--- src/rtl/gat_pkg.sv ---
// Shared definitions for the GAT load sequencer slice.
// Holds the default word width, FSM state encoding and an address-width helper.
package gat_pkg;

   localparam int TOP_WIDTH = 32;

   typedef enum logic [3:0] {
      IDLE,
      LD_H,
      LD_NI,
      LD_W,
      LD_SG,
      WAIT_GAT,
      RD_ADDR,
      RD_WAIT,
      RD_OUT,
      DONE
   } state_t;

   // Word-address width for a given depth; a depth of 1 still needs one bit.
   function automatic int addr_w(input int depth);
      return (depth > 1) ? $clog2(depth) : 1;
   endfunction

endpackage

--- src/rtl/gat_seg_counter.sv ---
// Word counter for one segment: counts 0..DEPTH-1 and wraps to 0 on the last step.
// Ports: clk, rst (async high), clr (sync zero), inc (step), cnt (count), last (cnt==DEPTH-1).
module gat_seg_counter #(
   parameter int DEPTH = 4,
   parameter int W     = 2
) (
   input  logic         clk,
   input  logic         rst,
   input  logic         clr,
   input  logic         inc,
   output logic [W-1:0] cnt,
   output logic         last
);

   assign last = (cnt == W'(DEPTH - 1));

   always_ff @(posedge clk or posedge rst) begin
      if (rst) begin
         cnt <= '0;
      end else if (clr) begin
         cnt <= '0;
      end else if (inc) begin
         cnt <= last ? '0 : cnt + W'(1);
      end
   end

endmodule

--- src/rtl/gat_load_sequencer.sv ---
// Loads four BRAM segments from one input stream, waits for the accelerator,
// then streams the result BRAM out. Ports: start/busy/done control, s_* load
// stream, four byte-addressed BRAM write ports with load_done flags, gat_ready,
// feat_bram read port (1-cycle latency) and m_* result stream.
module gat_load_sequencer
   import gat_pkg::*;
#(
   parameter int TOP_WIDTH          = gat_pkg::TOP_WIDTH,
   parameter int H_DATA_DEPTH       = 242101,
   parameter int NODE_INFO_DEPTH    = 13264,
   parameter int WEIGHT_DEPTH       = 22928,
   parameter int SUBGRAPH_IDX_DEPTH = 13264,
   parameter int NEW_FEATURE_DEPTH  = 43328,
   parameter int H_DATA_ADDR_W       = addr_w(H_DATA_DEPTH),
   parameter int NODE_INFO_ADDR_W    = addr_w(NODE_INFO_DEPTH),
   parameter int WEIGHT_ADDR_W       = addr_w(WEIGHT_DEPTH),
   parameter int SUBGRAPH_IDX_ADDR_W = addr_w(SUBGRAPH_IDX_DEPTH),
   parameter int NEW_FEATURE_ADDR_W  = addr_w(NEW_FEATURE_DEPTH)
) (
   input  logic                          clk,
   input  logic                          rst,
   input  logic                          start,
   output logic                          busy,
   output logic                          done,

   input  logic [TOP_WIDTH-1:0]          s_data,
   input  logic                          s_valid,
   output logic                          s_ready,

   output logic [TOP_WIDTH-1:0]          h_data_bram_din,
   output logic                          h_data_bram_ena,
   output logic                          h_data_bram_wea,
   output logic [H_DATA_ADDR_W+1:0]      h_data_bram_addra,

   output logic [TOP_WIDTH-1:0]          h_node_info_bram_din,
   output logic                          h_node_info_bram_ena,
   output logic                          h_node_info_bram_wea,
   output logic [NODE_INFO_ADDR_W+1:0]   h_node_info_bram_addra,

   output logic [TOP_WIDTH-1:0]          wgt_bram_din,
   output logic                          wgt_bram_ena,
   output logic                          wgt_bram_wea,
   output logic [WEIGHT_ADDR_W+1:0]      wgt_bram_addra,

   output logic [TOP_WIDTH-1:0]          subgraph_bram_din,
   output logic                          subgraph_bram_ena,
   output logic                          subgraph_bram_wea,
   output logic [SUBGRAPH_IDX_ADDR_W+1:0] subgraph_bram_addra,

   output logic                          h_data_bram_load_done,
   output logic                          h_node_info_bram_load_done,
   output logic                          wgt_bram_load_done,

   input  logic                          gat_ready,
   output logic [NEW_FEATURE_ADDR_W+1:0] feat_bram_addrb,
   input  logic [TOP_WIDTH-1:0]          feat_bram_dout,

   output logic [TOP_WIDTH-1:0]          m_data,
   output logic                          m_valid,
   input  logic                          m_ready
);

   localparam int HW = H_DATA_ADDR_W;
   localparam int NW = NODE_INFO_ADDR_W;
   localparam int WW = WEIGHT_ADDR_W;
   localparam int SW = SUBGRAPH_IDX_ADDR_W;
   localparam int FW = NEW_FEATURE_ADDR_W;

   state_t state;

   logic          launch;
   logic          beat;
   logic          h_inc, ni_inc, w_inc, sg_inc, rd_inc;
   logic [HW-1:0] h_cnt;
   logic [NW-1:0] ni_cnt;
   logic [WW-1:0] w_cnt;
   logic [SW-1:0] sg_cnt;
   logic [FW-1:0] rd_cnt;
   logic          h_last, ni_last, w_last, sg_last, rd_last;

   assign s_ready = (state == LD_H) | (state == LD_NI) |
                    (state == LD_W) | (state == LD_SG);
   assign beat    = s_valid & s_ready;
   assign busy    = (state != IDLE) & (state != DONE);
   assign done    = (state == DONE);
   assign launch  = start & ((state == IDLE) | (state == DONE));

   assign h_inc  = beat & (state == LD_H);
   assign ni_inc = beat & (state == LD_NI);
   assign w_inc  = beat & (state == LD_W);
   assign sg_inc = beat & (state == LD_SG);
   assign rd_inc = (state == RD_OUT) & m_ready;

   gat_seg_counter #(.DEPTH(H_DATA_DEPTH), .W(HW)) u_h_cnt (
      .clk(clk), .rst(rst), .clr(launch), .inc(h_inc),
      .cnt(h_cnt), .last(h_last)
   );

   gat_seg_counter #(.DEPTH(NODE_INFO_DEPTH), .W(NW)) u_ni_cnt (
      .clk(clk), .rst(rst), .clr(launch), .inc(ni_inc),
      .cnt(ni_cnt), .last(ni_last)
   );

   gat_seg_counter #(.DEPTH(WEIGHT_DEPTH), .W(WW)) u_w_cnt (
      .clk(clk), .rst(rst), .clr(launch), .inc(w_inc),
      .cnt(w_cnt), .last(w_last)
   );

   gat_seg_counter #(.DEPTH(SUBGRAPH_IDX_DEPTH), .W(SW)) u_sg_cnt (
      .clk(clk), .rst(rst), .clr(launch), .inc(sg_inc),
      .cnt(sg_cnt), .last(sg_last)
   );

   gat_seg_counter #(.DEPTH(NEW_FEATURE_DEPTH), .W(FW)) u_rd_cnt (
      .clk(clk), .rst(rst), .clr(launch), .inc(rd_inc),
      .cnt(rd_cnt), .last(rd_last)
   );

   always_ff @(posedge clk or posedge rst) begin
      if (rst) begin
         state                      <= IDLE;
         h_data_bram_din            <= '0;
         h_data_bram_ena            <= 1'b0;
         h_data_bram_wea            <= 1'b0;
         h_data_bram_addra          <= '0;
         h_node_info_bram_din       <= '0;
         h_node_info_bram_ena       <= 1'b0;
         h_node_info_bram_wea       <= 1'b0;
         h_node_info_bram_addra     <= '0;
         wgt_bram_din               <= '0;
         wgt_bram_ena               <= 1'b0;
         wgt_bram_wea               <= 1'b0;
         wgt_bram_addra             <= '0;
         subgraph_bram_din          <= '0;
         subgraph_bram_ena          <= 1'b0;
         subgraph_bram_wea          <= 1'b0;
         subgraph_bram_addra        <= '0;
         h_data_bram_load_done      <= 1'b0;
         h_node_info_bram_load_done <= 1'b0;
         wgt_bram_load_done         <= 1'b0;
         feat_bram_addrb            <= '0;
         m_data                     <= '0;
         m_valid                    <= 1'b0;
      end else begin
         // Write strobes are single-cycle: only a beat raises them.
         h_data_bram_ena      <= 1'b0;
         h_data_bram_wea      <= 1'b0;
         h_node_info_bram_ena <= 1'b0;
         h_node_info_bram_wea <= 1'b0;
         wgt_bram_ena         <= 1'b0;
         wgt_bram_wea         <= 1'b0;
         subgraph_bram_ena    <= 1'b0;
         subgraph_bram_wea    <= 1'b0;

         unique case (state)
            IDLE, DONE: begin
               if (start) begin
                  state                      <= LD_H;
                  h_data_bram_load_done      <= 1'b0;
                  h_node_info_bram_load_done <= 1'b0;
                  wgt_bram_load_done         <= 1'b0;
               end
            end
            LD_H: begin
               if (beat) begin
                  h_data_bram_din   <= s_data;
                  h_data_bram_ena   <= 1'b1;
                  h_data_bram_wea   <= 1'b1;
                  h_data_bram_addra <= {h_cnt, 2'b00};
                  if (h_last) begin
                     state                 <= LD_NI;
                     h_data_bram_load_done <= 1'b1;
                  end
               end
            end
            LD_NI: begin
               if (beat) begin
                  h_node_info_bram_din   <= s_data;
                  h_node_info_bram_ena   <= 1'b1;
                  h_node_info_bram_wea   <= 1'b1;
                  h_node_info_bram_addra <= {ni_cnt, 2'b00};
                  if (ni_last) begin
                     state                      <= LD_W;
                     h_node_info_bram_load_done <= 1'b1;
                  end
               end
            end
            LD_W: begin
               if (beat) begin
                  wgt_bram_din   <= s_data;
                  wgt_bram_ena   <= 1'b1;
                  wgt_bram_wea   <= 1'b1;
                  wgt_bram_addra <= {w_cnt, 2'b00};
                  if (w_last) begin
                     state              <= LD_SG;
                     wgt_bram_load_done <= 1'b1;
                  end
               end
            end
            LD_SG: begin
               if (beat) begin
                  subgraph_bram_din   <= s_data;
                  subgraph_bram_ena   <= 1'b1;
                  subgraph_bram_wea   <= 1'b1;
                  subgraph_bram_addra <= {sg_cnt, 2'b00};
                  if (sg_last) begin
                     state <= WAIT_GAT;
                  end
               end
            end
            WAIT_GAT: begin
               if (gat_ready) begin
                  feat_bram_addrb <= '0;
                  state           <= RD_ADDR;
               end
            end
            RD_ADDR: begin
               // BRAM latches addrb on this edge.
               state <= RD_WAIT;
            end
            RD_WAIT: begin
               m_data  <= feat_bram_dout;
               m_valid <= 1'b1;
               state   <= RD_OUT;
            end
            RD_OUT: begin
               if (m_ready) begin
                  m_valid <= 1'b0;
                  if (rd_last) begin
                     state <= DONE;
                  end else begin
                     feat_bram_addrb <= {rd_cnt + FW'(1), 2'b00};
                     state           <= RD_ADDR;
                  end
               end
            end
            default: begin
               state <= IDLE;
            end
         endcase
      end
   end

endmodule

--- config.mk ---
export PLATFORM = sky130hd
export DESIGN_NAME = gat_load_sequencer
export DESIGN_NICKNAME = d
export VERILOG_FILES = /design/src/rtl/gat_pkg.sv /design/src/rtl/gat_seg_counter.sv /design/src/rtl/gat_load_sequencer.sv
export SDC_FILE = /design/constraint.sdc
export NUM_CORES = 1
export LEC_CHECK = 0
export BUFFER_PORTS_ARGS = -buffer_cell sky130_fd_sc_hd__buf_4
export CORE_MARGIN = 5
export CORE_UTILIZATION = 49
export CTS_BUF_LIST = sky130_fd_sc_hd__clkbuf_8 sky130_fd_sc_hd__clkbuf_16
export DETAILED_ROUTE_END_ITERATION = 8
export PLACE_DENSITY_LB_ADDON = 0.12
export SLEW_MARGIN = 20
export SYNTH_ARGS = -nofsm -noshare
export SYNTH_HDL_FRONTEND = slang
export SYNTH_SLANG_ARGS = --single-unit
--- constraint.sdc ---
create_clock -name clk -period 10.4 [get_ports clk]
set_clock_uncertainty 0.15 [all_clocks]
set_input_delay 0.52 -clock clk [delete_from_list [all_inputs] [get_ports clk]]
set_output_delay 0.52 -clock clk [all_outputs]
set_load 0.005 [all_outputs]
**Word level (Yosys, flattened, before mapping)**

Index checks and enable logic that the tools add are counted.

- Input bits: 70
- Register bits after elaboration: 328
- Output and inout bits: 262
- Word-level logic and storage cells: 140

- Multiplexer cells: 49
- Eq/ne operators: 27
- Reductions and logical operators: 23
- Add/subtract/negate cells: 5
- Bitwise operators: 12

Operator list:

| kind | count |
|---|---|
| 18-bit two-way mux | 6 |
| 14-bit two-way mux | 6 |
| 16-bit two-way mux | 3 |
| 4-bit two-way mux | 12 |
| 15-bit two-way mux | 3 |
| 18-bit case mux with 2 select lines | 1 |
| 4-bit case mux with 9 select lines | 1 |
| 14-bit by 1-bit adder with 14-bit output, second input constant | 2 |
| 14-bit equality test, second input constant | 2 |
| 2-bit nonzero test | 10 |
| 18-bit by 1-bit adder with 18-bit output, second input constant | 1 |
| 18-bit equality test, second input constant | 1 |
| 16-bit by 1-bit adder with 16-bit output, second input constant | 1 |
| 16-bit equality test, second input constant | 1 |
| 4-bit by 3-bit equality test with 1-bit output, second input constant | 4 |
| 2-bit inequality test, second input constant | 8 |
| 4-bit AND reduction | 4 |
| 15-bit by 1-bit adder with 15-bit output, second input constant | 1 |
| 15-bit equality test, second input constant | 1 |
| 1-bit two-way mux | 13 |
| 11-bit AND reduction | 1 |
| 2-bit AND reduction | 5 |
| 1-bit AND | 8 |
| 4-bit by 2-bit equality test with 1-bit output, second input constant | 2 |
| 9 further kinds | 19 |

**Depth between registers and ports, before layout**

- Depth after elaboration: 8
- Gate-level depth with buffers: 10
- Gate-level depth less buffers: 8

**By module**

Synthesis repeated with hierarchy kept, for this count alone.

- Cells, all modules: 1319
- Area, all modules: 14264.9 um^2

By module, submodules not included:

| module | times used | sequential area each (um^2) | area each (um^2) | cells an instance |
|---|---|---|---|---|
| gat_load_sequencer | 1 | 6231.0 | 9897.0 | 866 |
| gat_seg_counter (u_ni_cnt ...) | 2 | 350.3 | 797.0 | 80 |
| gat_seg_counter (u_h_cnt) | 1 | 450.4 | 1008.5 | 111 |
| gat_seg_counter (u_rd_cnt) | 1 | 400.4 | 904.6 | 92 |
| gat_seg_counter (u_w_cnt) | 1 | 375.4 | 860.8 | 90 |

**Worst setup path after synthesis**

OpenSTA, ideal clock, no wires.

- Path kind: reg2reg
- From: reg u_w_cnt.cnt[4]
- To: reg u_w_cnt.cnt[9]
- Path buffers: 1
- Data required time: 10.123 ns
- Path slack: 8.203 ns
- Cell stages (with the launch flop): 8
- Arrival time: 1.921 ns
- Library setup time: 0.127 ns
- Cells stage by stage: dfrtp_1 > or4b_1 > or4_4 > nand2_4 > buf_6 > a31oi_1 > o21ai_1 > o41ai_1

- Longest elaborated chain between the ends: 4
- Elaborated cells on any way between the ends: 5
- Those cells by class: 1 x add/sub; 1 x eq/ne; 3 x mux

Ends and longest elaborated chain:

| element | line | text |
|---|---|---|
| from (decl) | gat_seg_counter.sv:11 | `output logic [W-1:0] cnt,` |
| from (signal assigned) | gat_seg_counter.sv:23 | `cnt <= last ? '0 : cnt + W'(1);` |
| 15-bit by 1-bit adder with 15-bit output or 15-bit equality test (tied branches) | gat_seg_counter.sv:23, gat_seg_counter.sv:15 |  |
| 15-bit two-way mux (*) | gat_seg_counter.sv:23 |  |
| 15-bit two-way mux (*) | gat_seg_counter.sv:22 | `end else if (inc) begin` |
| 15-bit two-way mux (*) | gat_seg_counter.sv:20 | `end else if (clr) begin` |

Every way passes the cells marked *; elsewhere a longest branch is shown, timed or not. The select of a mux whose other input is x is not followed.
A chain may end at the register's enable or synchronous reset.

**Worst setup path in the final report**

- From: reg state[2]
- To: reg u_h_cnt.cnt[15]

- Longest elaborated chain between the ends: 7
- Elaborated cells on any way between the ends: 15
- Those cells by class: 5 x eq/ne; 1 x mux; 7 x bitwise; 2 x reduce/logical

Ends and longest elaborated chain:

| element | line | text |
|---|---|---|
| from (decl) | gat_load_sequencer.sv:69 | `state_t state;` |
| from (signal assigned) | gat_load_sequencer.sv:121 | `state <= IDLE;` |
| from (signal assigned) | gat_load_sequencer.sv:158 | `state <= LD_H;` |
| from (signal assigned) | gat_load_sequencer.sv:171 | `state <= LD_NI;` |
| 4-bit by 1-bit equality test with 1-bit output or 4-bit by 2-bit equality test with 1-bit output (tied branches) | gat_load_sequencer.sv:81, gat_load_sequencer.sv:88 |  |
| 1-bit OR (2 in a row) | gat_load_sequencer.sv:81 | `assign s_ready = (state == LD_H) \| (state == LD_NI) \|` |
| 1-bit OR | gat_load_sequencer.sv:82 | `(state == LD_W) \| (state == LD_SG);` |
| 1-bit AND | gat_load_sequencer.sv:83 | `assign beat = s_valid & s_ready;` |
| 1-bit AND | gat_load_sequencer.sv:88 | `assign h_inc = beat & (state == LD_H);` |
| 2-bit nonzero test (no source line) | -- |  |
| to (signal assigned) | gat_seg_counter.sv:23 |  |
| to (decl) | gat_seg_counter.sv:11 |  |

Parallel ways exist; a longest one is shown, timed or not.

==> flow_metrics.tcl <==
set metrics [dict create \
    final_cell_count_no_fill 2168 \
    startpoint_type "flip-flop" \
    clock_latency_ns 0.50 \
    rrSetupSlack_ns 6.77 \
    post-route-util_pct 63.3 \
    internal_power_uw 3050 \
    fill_cells 2351 \
    synth_ff_type "dfrtp_1" \
    grt_pass1_wl_um 60600 \
    yosysTopAreaCell "dfrtp_1" \
    clkSinkCount 326 \
    die_y_um 178 \
    synth-compound-area-share_pct 9.10 \
    syn_area_per_cell_sq_um 9.42 \
    p_clk_share_pct 27.3 \
    finalSetupTns_ns 0 \
    rsz0062_at_grt "no" \
    clkTransAtPathRegs_ns 0.06 \
    hp-class "input pin to async pin" \
    vias 11555 \
    initial_utilization_pct 49.9 \
    stdcell_area_sq_um 17600 \
    synth-seq-area-share_pct 58.7 \
    dp_hpwl_um 26100 \
    maxCapViolCount 0 \
    synth_top_family_by_area "simple AND/OR/NAND/NOR gates" \
    post-place-ws_ns 6.78 \
    worst_pin_slew_ns 1.04 \
    async_flop_share_pct 100 \
    synthTopCellsByArea "dfrtp_1, nand2_1, mux2_2" \
    firstDrtPassIters 5 \
    seqPwrFrac_pct 41.6 \
    drc 0 \
    critical_path_class "flip-flop to flip-flop" \
    io_buffer_count 321 \
    period_share_pct 34.9 \
    drive_gt1_share_pct 24.9 \
    hold_viol 0 \
    synth.distinct_cells 60 \
    core_sq_um 27900 \
    worstPathArrival_ns 3.87 \
    rows 61 \
    synth_xor_area_share_pct 1.39 \
    multi_input_area_sq_um 5290 \
    antenna_found_initial 0 \
    placed_cells 2107 \
    routed-wl-met2_um 17600 \
    peakVddDrop_mv 0.255 \
    die_area_sq_um 31800 \
    route.met3.wl_um 3280 \
    routed.top_layer "met4" \
    p_leak_uw 0.00919 \
    status "completed" \
    ctsHoldBuffers 0 \
    gp_congestion 0.844 \
    met1_length_um 16300 \
    yosys-mux-area-fraction_pct 3.80 \
    clockRootBuffer "clkbuf_16" \
    dr.first_iter.drc_count 879 \
    clock_path_buffers 3 \
    synth_top_area_share_pct 58.7 \
    fmax_mhz 275 \
    ant_nets 0 \
    synth_most_common_cell "nand2_1" \
    cp.required_ns 10.64 \
    insertedDiodeCount 0 \
    cts_setup_buffers 0 \
    synth.cell_area_sq_um 13900 \
    placed_cell_area_sq_um 16500 \
    area_growth_pct 27.0 \
    die_w_um 178 \
    switching_share_pct 32.3 \
    drv_slew 0 \
    power_density_nw_per_um2 255 \
    relSlewSlack_pct 30.0 \
    yosys_warnings 0 \
    cp-end-kind "flip-flop" \
    synth-edff-count 0 \
    cts_tree "built" \
    synth_seq_cells 326 \
    h-tree-depth 2 \
    finalWirelength_um 38200 \
    grt_max_degree 135 \
    grt_overflow 0 \
    ctsResizeCount 0 \
    synth-simple-area-share_pct 22.9 \
    synth_fa_ha_area_share_pct 0.540 \
    synth_common_cells "nand2_1, dfrtp_1, nor2_1" \
    regArea_sq_um 8160 \
    cp_max_fo 58 \
    cts_made_buffers 36 \
    period_minus_slack_ns 3.63 \
    synthCells 1475 \
    finalNetCount 1844 \
    wl_per_cell_um 17.6 \
    viasPerCell 5.33 \
    fin_ws_ns 6.77 \
    power_frac_comb_pct 31.1 \
    num_io_pins 332 \
    setup_viol 0 \
    switching_power_uw 1460 \
    grt_util_all_layers_pct 23.5 \
    grt_pass1_vias 11251 \
]
-- power groups by stage --
stage,Combinational [uW],Sequential (uW),Clock (uW)
after floorplan,678,1850,0
after global placement,1380,1880,0
after detailed placement,1420,1890,0
after CTS,1420,1870,1260
after global routing,1560,1920,1310
final,1400,1870,1230
-- final timing paths --
kind | from | endpoint | cells after the start
min in group clk | s_data[11] | h_node_info_bram_din[11] | 3
worst max-delay path | state[2] | u_h_cnt.cnt[15] | 8
worst min-delay path | rst | h_node_info_bram_din[26] | 2
worst max register to register | state[2] | u_h_cnt.cnt[15] | 8
worst min register to register | h_data_bram_din[15] | h_data_bram_din[15] | 2
max in group asynchronous | rst | m_data[26] | 4
-- final cells by class --
type | instances | share of cell area, %
flip-flops and latches | 326 | 46.2
inverters | 19 | 0.447
clock buffers | 41 | 5.56
clock inverters | 19 | 0.886
multi-input cells | 1052 | 30.0
well taps | 378 | 2.68
repair buffers | 333 | 14.2
-- layout by cell type, fill, tap and decap left out, drive strengths merged, types with 17 or more instances in the layout --
cell type  count
clkbuf        41
nand3         30
mux2          46
dfrtp        326
o31ai         30
a22o          17
and3          18
o21ai         97
nor2          74
nand2        577
buf          333
inv           30
-- flip-flops by register name, summed over array words and instances, names as in the netlist, 15 cells and up --
name and count:
u_h_cnt.cnt 18, u_rd_cnt.cnt 16, wgt_bram_addra 15, feat_bram_addrb 16, u_w_cnt.cnt 15, h_data_bram_din 32, m_data 32, wgt_bram_din 32
subgraph_bram_din 32, h_data_bram_addra 18, h_node_info_bram_din 32
-- stage by stage --
step           hold WS (ns)  total power [uW]
2_1_floorplan         0.309              2530
3_3_place_gp          0.308              3260
3_5_place_dp          0.313              3310
4_1_cts              0.0731              4550
5_1_grt              0.0841              4800
6_report             0.0553              4510
-- cells by family (layout without fill, tap and decap cells) --
logic type                 Yosys count  in the layout
and+or+nand+nor                    767            767
buffers and inverters              106            412
muxes                               47             47
DFF                                326            326
adders and majority gates            6              6
AOI/OAI and AO/OA                  200            200
other                                1             10
xor gates and xnor gates            22             22
-- worst max-delay path, stage by stage (launching register included) --
cell	delay, ns
dfrtp_1	0.55
or3b_1	0.44
or2_2	0.28
buf_4	0.32
inv_2	0.74
o21ai_1	0.17
buf_4	0.28
nand2b_1	0.22
o41ai_1	0.33
-- per-layer routing --
layer | up-vias | global-route usage, %
li1 | 5450 | -
met3 | 58 | 5.87
met4 | 0 | 6.88
met5 | - | 0
met1 | 5620 | 32.2
met2 | 427 | 37.4
No activity file was read; power rests on OpenSTA's default activity.
